**config.mk**
```make
export PLATFORM = sky130hd
export DESIGN_NAME = xbus_cfg_fetch_flat
export DESIGN_NICKNAME = d
export VERILOG_FILES = /design/src/rtl/cfg_fetch_pkg.sv /design/src/rtl/xbus_cfg_fetch_if.sv /design/src/rtl/cfg_fifo.sv /design/src/rtl/xbus_cfg_fetch.sv /design/src/flat_wrapper.sv
export SDC_FILE = /design/constraint.sdc
export NUM_CORES = 1
export LEC_CHECK = 0
export CAP_MARGIN = 10
export CORE_AREA = 2 2 154 156
export DETAILED_ROUTE_END_ITERATION = 10
export DIE_AREA = 0 0 156 158
export DONT_BUFFER_PORTS = 1
export RECOVER_POWER = 25
export SLEW_MARGIN = 20
export SYNTH_ARGS = -nofsm -noshare
export SYNTH_HDL_FRONTEND = slang
export SYNTH_SLANG_ARGS = --single-unit
```
**constraint.sdc**
```tcl
create_clock -name clk -period 8.62 [get_ports clk]
set_clock_uncertainty 0.2 [all_clocks]
set_input_delay 1.293 -clock clk [delete_from_list [all_inputs] [get_ports clk]]
set_output_delay 1.293 -clock clk [all_outputs]
set_load 0.05 [all_outputs]
```
**src/rtl/cfg_fetch_pkg.sv**
```systemverilog
// Shared types and defaults for the xbus configuration fetch engine.
package cfg_fetch_pkg;

  typedef enum logic [2:0] {
    S_IDLE,
    S_REQ,
    S_WAIT_ACK,
    S_DRAIN,
    S_DONE,
    S_ERR
  } state_e;

  localparam logic [3:0] XBUS_BE_ALL         = 4'hF;
  localparam int         FIFO_DEPTH_DEFAULT  = 4;
  localparam int         ACK_TIMEOUT_DEFAULT = 64;

endpackage

```
**src/rtl/xbus_cfg_fetch_if.sv**
```systemverilog
// Single-outstanding xbus read channel between the fetch engine and a slave.
interface xbus_cfg_fetch_if;

  logic        xbm_select;
  logic [31:0] xbm_addr;
  logic [31:0] xbm_data;
  logic        xbm_rnw;
  logic [3:0]  xbm_be;
  logic        xbm_ack;
  logic [31:0] xbm_rdata;

  modport master (
    output xbm_select, xbm_addr, xbm_data, xbm_rnw, xbm_be,
    input  xbm_ack, xbm_rdata
  );

  modport slave (
    input  xbm_select, xbm_addr, xbm_data, xbm_rnw, xbm_be,
    output xbm_ack, xbm_rdata
  );

endinterface

```
**src/rtl/cfg_fifo.sv**
```systemverilog
// 32-bit synchronous FIFO with flush; head word is visible on rdata while not empty.
module cfg_fifo
  import cfg_fetch_pkg::*;
#(
  parameter  int DEPTH = FIFO_DEPTH_DEFAULT,
  localparam int AW    = $clog2(DEPTH)
) (
  input  logic          clk,
  input  logic          rst,
  input  logic          flush,
  input  logic          push,
  input  logic [31:0]   wdata,
  input  logic          pop,
  output logic [31:0]   rdata,
  output logic          full,
  output logic          empty,
  output logic [AW:0]   count
);

  logic [31:0]   mem_q [DEPTH];
  logic [AW-1:0] wr_ptr_q, wr_ptr_d;
  logic [AW-1:0] rd_ptr_q, rd_ptr_d;
  logic [AW:0]   count_q, count_d;
  logic          do_push, do_pop;

  assign full  = (count_q == (AW+1)'(DEPTH));
  assign empty = (count_q == '0);
  assign count = count_q;
  assign rdata = mem_q[rd_ptr_q];

  always_comb begin
    do_push  = push && !full;
    do_pop   = pop && !empty;
    wr_ptr_d = wr_ptr_q;
    rd_ptr_d = rd_ptr_q;
    count_d  = count_q;
    if (flush) begin
      wr_ptr_d = '0;
      rd_ptr_d = '0;
      count_d  = '0;
    end else begin
      if (do_push) wr_ptr_d = wr_ptr_q + 1'b1;
      if (do_pop)  rd_ptr_d = rd_ptr_q + 1'b1;
      count_d = count_q + {{AW{1'b0}}, do_push} - {{AW{1'b0}}, do_pop};
    end
  end

  always_ff @(posedge clk) begin
    if (rst) begin
      wr_ptr_q <= '0;
      rd_ptr_q <= '0;
      count_q  <= '0;
    end else begin
      wr_ptr_q <= wr_ptr_d;
      rd_ptr_q <= rd_ptr_d;
      count_q  <= count_d;
    end
  end

  // Storage is data only; occupancy is tracked by the pointers and count.
  always_ff @(posedge clk) begin
    if (do_push && !flush) mem_q[wr_ptr_q] <= wdata;
  end

endmodule

```
**src/rtl/xbus_cfg_fetch.sv**
```systemverilog
// Fetches word_cnt consecutive words over xbus, one request at a time, and
// streams them downstream through a small FIFO that back-pressures requests.
module xbus_cfg_fetch
  import cfg_fetch_pkg::*;
#(
  parameter int FIFO_DEPTH  = FIFO_DEPTH_DEFAULT,
  parameter int ACK_TIMEOUT = ACK_TIMEOUT_DEFAULT
) (
  input  logic               clk,
  input  logic               rst,
  input  logic               start,
  input  logic [31:0]        base_addr,
  input  logic [11:0]        word_cnt,
  output logic               busy,
  output logic               done,
  output logic               err,
  xbus_cfg_fetch_if.master   xbm,
  output logic               cfg_valid,
  output logic [31:0]        cfg_data,
  input  logic               cfg_ready
);

  localparam int CW = $clog2(FIFO_DEPTH) + 1;
  localparam int TW = $clog2(ACK_TIMEOUT + 1);

  state_e        state_q, state_d;
  logic [31:0]   base_q, base_d;
  logic [11:0]   cnt_q, cnt_d;
  logic [11:0]   idx_q, idx_d;
  logic [11:0]   idx_inc;
  logic [TW-1:0] tmo_q, tmo_d;
  logic          done_q, done_d;
  logic          sel;
  logic          fifo_push, fifo_pop, fifo_flush;
  logic          fifo_full, fifo_empty;
  logic [CW-1:0] fifo_count;
  logic [31:0]   fifo_head;

  always_comb begin
    state_d   = state_q;
    base_d    = base_q;
    cnt_d     = cnt_q;
    idx_d     = idx_q;
    tmo_d     = tmo_q;
    sel       = 1'b0;
    fifo_push = 1'b0;
    idx_inc   = idx_q + 12'd1;
    unique case (state_q)
      S_IDLE, S_ERR: begin
        if (start) begin
          base_d  = base_addr;
          cnt_d   = word_cnt;
          idx_d   = '0;
          state_d = (word_cnt == 12'd0) ? S_DONE : S_REQ;
        end
      end
      S_REQ: begin
        if (fifo_count < CW'(FIFO_DEPTH)) begin
          sel     = 1'b1;
          tmo_d   = '0;
          state_d = S_WAIT_ACK;
        end
      end
      S_WAIT_ACK: begin
        if (xbm.xbm_ack) begin
          fifo_push = !fifo_full;
          idx_d     = idx_inc;
          state_d   = (idx_inc == cnt_q) ? S_DRAIN : S_REQ;
        end else if (tmo_q == TW'(ACK_TIMEOUT - 1)) begin
          state_d = S_ERR;
        end else begin
          tmo_d = tmo_q + TW'(1);
        end
      end
      S_DRAIN:  if (fifo_empty) state_d = S_DONE;
      S_DONE:   state_d = S_IDLE;
      default:  state_d = S_IDLE;
    endcase
    // done is registered, so the pulse trails the DONE state by one cycle.
    done_d = (state_q == S_DONE);
  end

  always_ff @(posedge clk) begin
    if (rst) begin
      state_q <= S_IDLE;
      idx_q   <= '0;
      tmo_q   <= '0;
      done_q  <= 1'b0;
    end else begin
      state_q <= state_d;
      idx_q   <= idx_d;
      tmo_q   <= tmo_d;
      done_q  <= done_d;
    end
  end

  always_ff @(posedge clk) begin
    base_q <= base_d;
    cnt_q  <= cnt_d;
  end

  assign busy = (state_q != S_IDLE) && (state_q != S_ERR);
  assign err  = (state_q == S_ERR);
  assign done = done_q;

  // Request is masked during reset so an aborted job never issues another read.
  assign xbm.xbm_select = sel && !rst;
  assign xbm.xbm_addr   = xbm.xbm_select ? (base_q + {20'd0, idx_q}) : 32'd0;
  assign xbm.xbm_data   = 32'd0;
  assign xbm.xbm_rnw    = 1'b1;
  assign xbm.xbm_be     = XBUS_BE_ALL;

  assign fifo_flush = (state_q == S_ERR);
  assign cfg_valid  = !fifo_empty && (state_q != S_ERR);
  assign cfg_data   = cfg_valid ? fifo_head : 32'd0;
  assign fifo_pop   = cfg_valid && cfg_ready;

  cfg_fifo #(.DEPTH(FIFO_DEPTH)) u_fifo (
    .clk   (clk),
    .rst   (rst),
    .flush (fifo_flush),
    .push  (fifo_push),
    .wdata (xbm.xbm_rdata),
    .pop   (fifo_pop),
    .rdata (fifo_head),
    .full  (fifo_full),
    .empty (fifo_empty),
    .count (fifo_count)
  );

endmodule

```
**src/flat_wrapper.sv**
```systemverilog
// flat-port wrapper written by rule: the top's interface ports become plain ports
module xbus_cfg_fetch_flat import cfg_fetch_pkg::*;
#(
  parameter int FIFO_DEPTH  = FIFO_DEPTH_DEFAULT,
  parameter int ACK_TIMEOUT = ACK_TIMEOUT_DEFAULT
)
  (clk, rst, start, base_addr, word_cnt, busy, done, err, cfg_valid, cfg_data, cfg_ready, xbm_xbm_select, xbm_xbm_addr, xbm_xbm_data, xbm_xbm_rnw, xbm_xbm_be, xbm_xbm_ack, xbm_xbm_rdata);
  xbus_cfg_fetch_if xbm_i ();
  input  logic clk;
  input  logic rst;
  input  logic start;
  input  logic [31:0] base_addr;
  input  logic [11:0] word_cnt;
  output logic busy;
  output logic done;
  output logic err;
  output logic cfg_valid;
  output logic [31:0] cfg_data;
  input  logic cfg_ready;
  output wire logic [$bits(xbm_i.xbm_select)-1:0] xbm_xbm_select;
  output wire logic [$bits(xbm_i.xbm_addr)-1:0] xbm_xbm_addr;
  output wire logic [$bits(xbm_i.xbm_data)-1:0] xbm_xbm_data;
  output wire logic [$bits(xbm_i.xbm_rnw)-1:0] xbm_xbm_rnw;
  output wire logic [$bits(xbm_i.xbm_be)-1:0] xbm_xbm_be;
  input wire logic [$bits(xbm_i.xbm_ack)-1:0] xbm_xbm_ack;
  input wire logic [$bits(xbm_i.xbm_rdata)-1:0] xbm_xbm_rdata;
  assign xbm_xbm_select = xbm_i.xbm_select;
  assign xbm_xbm_addr = xbm_i.xbm_addr;
  assign xbm_xbm_data = xbm_i.xbm_data;
  assign xbm_xbm_rnw = xbm_i.xbm_rnw;
  assign xbm_xbm_be = xbm_i.xbm_be;
  assign xbm_i.xbm_ack = xbm_xbm_ack;
  assign xbm_i.xbm_rdata = xbm_xbm_rdata;
  xbus_cfg_fetch #(.FIFO_DEPTH(FIFO_DEPTH), .ACK_TIMEOUT(ACK_TIMEOUT)) u_core (.clk(clk), .rst(rst), .start(start), .base_addr(base_addr), .word_cnt(word_cnt), .busy(busy), .done(done), .err(err), .xbm(xbm_i), .cfg_valid(cfg_valid), .cfg_data(cfg_data), .cfg_ready(cfg_ready));
endmodule
```
==> results of run 1 <==
==> layer usage <==
layer | up-vias | share of wire (%) | wire length [µm]
li1 | 2690 | - | -
met1 | 2894 | 39 | 8140
met2 | 213 | 49 | 10100
met3 | 39 | 9.6 | 2010
met4 | 0 | 2.9 | 595
met5 | - | 0 | 0
==> logic make-up (layout without fill, tap and decap cells) <==
family | count (synthesis) | after routing
AND/OR/NAND/NOR | 226 | 226
AO/OA/AOI/OAI | 114 | 114
buffers and inverters | 91 | 72
multiplexers | 40 | 40
other | 2 | 37
adder cells (fa/ha/maj) | 22 | 22
XOR/XNOR | 33 | 33
flip-flops | 204 | 204
==> worst paths after layout <==
kind,slack [ns],cells past startpoint,endpoint,from
worst max-delay path,3.14,9,xbm_xbm_addr[22],u_core.idx_q[0]$_SDFFE_PP0P_
worst min-delay path,0.26,2,u_core.tmo_q[6]$_SDFFE_PP0P_,u_core.tmo_q[6]$_SDFFE_PP0P_
worst max register to register,5.25,10,u_core.u_fifo.count[2]$_SDFF_PP0_,u_core.state_q[1]$_SDFFE_PP0P_
worst min register to register,0.26,2,u_core.tmo_q[6]$_SDFFE_PP0P_,u_core.tmo_q[6]$_SDFFE_PP0P_
==> power breakdown <==
group	switching, mW	leakage (nW)	internal (mW)
Clock	0.392	0.376	0.615
Sequential	0.0730	1.83	1.16
Combinational	0.743	1.30	0.250
==> state kept, by name, indices dropped and copies added (netlist names), named ones only <==
register and count:
u_core.u_fifo.rd_ptr_q 2, u_core.u_fifo.count 3, u_core.state_q 3, u_core.tmo_q 7
u_core.done 1, u_core.cnt_q 12, u_core.base_q 32, u_core.idx_q 12
u_core.u_fifo.mem_q 128, u_core.u_fifo.wr_ptr_q 2
==> cell usage in the layout, fill, tap and decap left out, types with 6 or more instances in the layout <==
cell type	n
clkbuf_1	6
conb_1	37
edfxtp_1	172
nor4_1	6
or4_1	9
o31ai_1	9
o21ai_0	19
nand4_1	11
ha_1	20
or3_1	8
mux2i_1	7
and2_1	37
clkbuf_16	23
inv_1	21
xor2_1	18
a21oi_1	35
xnor2_1	15
nor3_1	11
nand2_1	28
nand3_1	21
mux4_2	32
nor2b_1	6
dfxtp_1	30
nor2_1	58
==> metrics by stage <==
| step | worst slack (ns) | hold WS, ns | total power, mW |
|---|---|---|---|
| 2_1_floorplan | 3.97 | 0.223 | 2.09 |
| 3_3_place_gp | 3.77 | 0.234 | 2.22 |
| 3_5_place_dp | 3.69 | 0.247 | 2.24 |
| 4_1_cts | 3.13 | 0.255 | 3.26 |
| 5_1_grt | 2.90 | 0.287 | 3.38 |
| 6_report | 3.14 | 0.264 | 3.24 |
==> cell type report <==
cell class | count | area [µm²] | area share (%)
sequential | 204 | 5810 | 54.6
clock inverter | 13 | 183 | 1.72
tap | 290 | 363 | 3.41
timing repair buffer | 6 | 65.1 | 0.612
clock buffer | 29 | 598 | 5.63
inverter | 24 | 90.1 | 0.847
multi-input combinational | 472 | 3520 | 33.2
==> critical path, stage by stage, from the launching register on <==
cell and delay [ns]:
dfxtp_1 0.50, ha_1 0.27, inv_1 0.07, fa_1 0.37, and2b_1 0.26, o31a_1 0.24
o311a_4 0.24, o21ai_4 0.12, or4_1 0.53, a21oi_1 0.86
==> impl_metrics.tcl, run 1 <==
set metrics [dict create \
    ys.flop_type "edfxtp_1" \
    max_slew_margin_pct 24.2 \
    max_freq_mhz 182 \
    synth_area_um2 9680 \
    irDropWorstVdd_v 0.000180 \
    grt_max_degree 46 \
    fillers 2038 \
    top_usage_layer "met2" \
    leakage_nw 3.51 \
    track_usage_pct 16.7 \
    layoutNonFillerInstCount 1038 \
    grt.overflow.total 0 \
    criticalPathCategory "flop to output pin" \
    power_density_nw_per_um2 305 \
    stdcell_area_um2 10600 \
    rsz0062_at_grt "no" \
    setup_viol_count_final 0 \
    postRouteAntennaNets 0 \
    cts_tree "yes" \
    synth_top_family_by_area "simple AND/OR/NAND/NOR gates" \
    cts-htree-levels 1 \
    syn_inst 732 \
    period_minus_slack_ns 5.48 \
    synth_largest_area_cell "edfxtp_1" \
    setup_tns_ns 0 \
    place_inst 995 \
    drt-initial-drc-count 274 \
    firstDrtPassIters 4 \
    synth_xor_area_share_pct 2.99 \
    synth_compound_gate_area_share_pct 7.93 \
    die_y_um 158 \
    post_cts_buffers 0 \
    cp-start-kind "flop" \
    hp-class "flop to flop" \
    ys_top_cells_by_count "edfxtp_1, nor2_1, and2_1, buf_4, a21oi_1" \
    antenna_found_initial 0 \
    synthDistinctLibCells 71 \
    holdBufCountCts 0 \
    cts_max_path_buffers 3 \
    status "finished, final reports clean" \
    slew_viol_final 0 \
    gp_congestion 0.859 \
    endpoint_kind "output pin" \
    met1_usage_pct 19.9 \
    cp_data_required_time_ns 7.13 \
    muxShareOfSynthArea_pct 8.29 \
    yosysTopAreaCellShare_pct 53.4 \
    dpl_cell_area_um2 9820 \
    clkTransAtPathRegs_ns 0.06 \
    cts_repair_resize_count 0 \
    start_util_pct 42.0 \
    num_rows 56 \
    clkSinkCount 204 \
    yosysWarningCount 0 \
    routed_wl_mm 20.9 \
    diodes 0 \
    drcViolationCount 0 \
    ys_seq_area_share_pct 60.0 \
    coreArea_um2 23100 \
    grt_util_met3_pct 6.41 \
    area_growth_syn_to_layout_pct 9.87 \
    synth.most_common_cell "edfxtp_1" \
    cts-root-buf "clkbuf_16" \
    met2_usage_pct 27.9 \
    drive_above_1_share_pct 13.9 \
    hpwl_mm 13.6 \
    hold_violations 0 \
    yosys-top-cells-area "edfxtp_1, mux4_2, dfxtp_1" \
    via_count 5836 \
    drv_cap 0 \
    syn_area_per_cell_um2 13.2 \
    cts_made_buffers 23 \
    layout.nets 834 \
    numPortBuffers 0 \
    clk_latency_ns 0.52 \
    wl_per_cell_um 20.1 \
    synth_edf_count 172 \
    min_period_over_period_pct 63.6 \
    num_io_pins 187 \
    grt_pass1_wl_mm 32.1 \
    postLayoutCoreUtil_pct 46.1 \
    avgViaCountPerCell 5.62 \
    synthAdderAreaFrac_pct 3.00 \
    crit_arrival_ns 3.99 \
    synth-simple-area-share_pct 12.5 \
    die_x_um 156 \
    crit_path_max_fanout 10 \
    die-area_um2 24600 \
    tightest_slew_ns 1.14 \
    grt_pass1_vias 5891 \
    synth-seq-cells 204 \
    async_flop_share_pct 0 \
]
Note: power is estimated with default switching activity, not from simulation.
==> run 2, diff against run 1 <==
==> constraint.sdc (replaced) <==
create_clock -name clk -period 4.79 [get_ports clk]
set_clock_uncertainty 0.2 [all_clocks]
set_input_delay 0.7185 -clock clk [delete_from_list [all_inputs] [get_ports clk]]
set_output_delay 0.7185 -clock clk [all_outputs]
set_load 0.05 [all_outputs]
==> run 2 against run 1 <==
Net effect:
- register-to-register slack worse by 3.9 ns
- count of clock-buffer cells in the layout stayed put
- utilization is 1.1 points higher
- via count is 0.70% higher
- global-route usage is 0.17 points lower
- clock power is 84% higher
- critical path depth is 1 higher
- critical endpoint unchanged
- critical path type unchanged
- routed wire length is 0.41% lower
- power is 82% higher
- non-clock buffer count is 30 higher
==> impl_metrics.tcl, run 2 (synthesis results as in run 1) <==
set metrics [dict create \
    routed_wl_mm 20.8 \
    largest_reg_flops 128 \
    rsz0062_at_grt "no" \
    wl_per_cell_um 19.4 \
    max_freq_mhz 226 \
    postRouteAntennaNets 0 \
    crit_buf_inv 2 \
    clkTransAtPathRegs_ns 0.06 \
    crit_path_max_fanout 10 \
    r2r_setup_slack_ns 1.35 \
    crit_path_max_incr_delay_ns 0.53 \
    firstDrtPassIters 5 \
    hp-class "primary input to flop" \
    via_count 5877 \
    antenna_found_initial 0 \
    min_period_over_period_pct 92.5 \
    max_slew_margin_pct 37.5 \
    coreArea_um2 23100 \
    min_from "rst" \
    diodes 0 \
    track_usage_pct 16.5 \
    grt_pass1_wl_mm 31.8 \
    power_density_nw_per_um2 541 \
    drt-initial-drc-count 276 \
    setup_tns_ns 0 \
    hold_violations 0 \
    cp-start-kind "flop" \
    endpoint_kind "output pin" \
    grt_max_degree 38 \
    grt_pass1_vias 6022 \
    startpoint "u_core.idx_q[0]$_SDFFE_PP0P_" \
    clkSinkCount 204 \
    grt.overflow.total 0 \
    worstPathCellList "ha_1, inv_1, fa_1, and2b_1, o31a_1, o311a_4, o21ai_4, or4_1, a21oi_1, buf_4" \
    cts_tree "yes" \
    layout.nets 865 \
    reg_top3 "u_core.u_fifo.mem_q: 128 flops, u_core.base_q: 32 flops" \
    status "finished, final reports clean" \
    r2r_cells 10 \
    r2r-start "u_core.state_q[1]$_SDFFE_PP0P_" \
    tightest_slew_ns 0.938 \
    drive_above_1_share_pct 17.2 \
    numPortBuffers 0 \
    num_rows 56 \
    drv_cap 0 \
    slew_viol_final 0 \
    cts_repair_resize_count 0 \
    area_growth_syn_to_layout_pct 12.4 \
    leakage_nw 3.68 \
    r2r_end "u_core.u_fifo.count[2]$_SDFF_PP0_" \
    drcViolationCount 0 \
    die_y_um 158 \
    final_common_cell "edfxtp_1" \
    path_depth 10 \
    post_cts_buffers 0 \
    postLayoutCoreUtil_pct 47.2 \
    cp_top_family "simple AND/OR/NAND/NOR gates" \
    cts-root-buf "clkbuf_16" \
    die_x_um 156 \
    place_inst 1026 \
    setup_viol_count_final 0 \
    start_util_pct 42.0 \
    hpwl_mm 13.9 \
    num_io_pins 187 \
    cts_made_buffers 24 \
    irDropWorstVdd_v 0.000329 \
    period_minus_slack_ns 4.43 \
    avgViaCountPerCell 5.49 \
    cts_max_path_buffers 3 \
    clk_latency_ns 0.53 \
    die-area_um2 24600 \
    crit_arrival_ns 3.51 \
    layoutNonFillerInstCount 1070 \
    fillers 1992 \
    slowest_stage "or4_1" \
    setup.worst_path.end "xbm_xbm_addr[22]" \
    holdBufCountCts 0 \
    cp_data_required_time_ns 3.87 \
    cts-htree-levels 1 \
    largest-register "u_core.u_fifo.mem_q" \
    criticalPathCategory "flop to output pin" \
    final_cell_mix "edfxtp_1, nor2_1, and2_1, conb_1, buf_4" \
    gp_congestion 0.845 \
]
-- run 2: cell count changes in the layout (fill, tap and decap cells not counted) --
cell / before / now
buf_16: 1 / 0
clkbuf_16: 23 / 24
clkinvlp_4: 2 / 1
inv_6: 0 / 1
clkinv_1: 3 / 6
inv_16: 1 / 0
clkinv_16: 0 / 1
clkbuf_1: 6 / 5
buf_4: 5 / 36
clkinv_2: 4 / 3
-- run 2: layout make-up --
class	instances	area, µm²	share of cell area [%]
tap	290	363	3.34
multi-input combinational	472	3520	32.4
timing repair buffer	36	270	2.49
clock buffer	29	619	5.69
sequential	204	5810	53.4
inverter	24	90.1	0.828
clock inverter	15	200	1.84
-- run 2: report_power, final --
part | internal, mW | total, mW | switching [mW]
registers | 2.10 | 2.27 | 0.170
clock network | 1.14 | 1.86 | 0.712
logic | 0.465 | 1.76 | 1.30
total | 3.70 | 5.88 | 2.18
-- run 2: how the worst min path moves through the flow --
stage	to	slack, ns	cells past startpoint
final	u_core.state_q[0]$_SDFFE_PP0P_	0.05	1
after global routing	u_core.state_q[0]$_SDFFE_PP0P_	0.04	1
after CTS	u_core.state_q[0]$_SDFFE_PP0P_	0.03	1
after detailed placement	u_core.tmo_q[6]$_SDFFE_PP0P_	0.24	2
after global placement	u_core.tmo_q[6]$_SDFFE_PP0P_	0.23	2
after floorplan	u_core.tmo_q[6]$_SDFFE_PP0P_	0.22	2
-- run 2: layer usage --
metal  part of all wire (%)  routed length [µm]  up-vias  global-route usage [%]
met5                      0                   0        -                       0
met4                    2.0                 410        0                    4.67
met3                    9.6                1990       31                    6.19
met2                     50               10300      213                    29.5
met1                     39                8070     2897                    18.5
li1                       -                   -     2736                       -
-- run 2: per-stage QoR --
step	setup WS (ns)	power, mW	area [µm²]	hold slack, ns
global placement	1.00	4.05	10100	0.234
floorplan	0.943	3.77	9810	0.223
finish	0.358	5.88	10900	0.0532
CTS	0.343	5.95	10900	0.0298
global route	0.200	6.13	10900	0.0378
detailed placement	0.915	4.08	10100	0.242
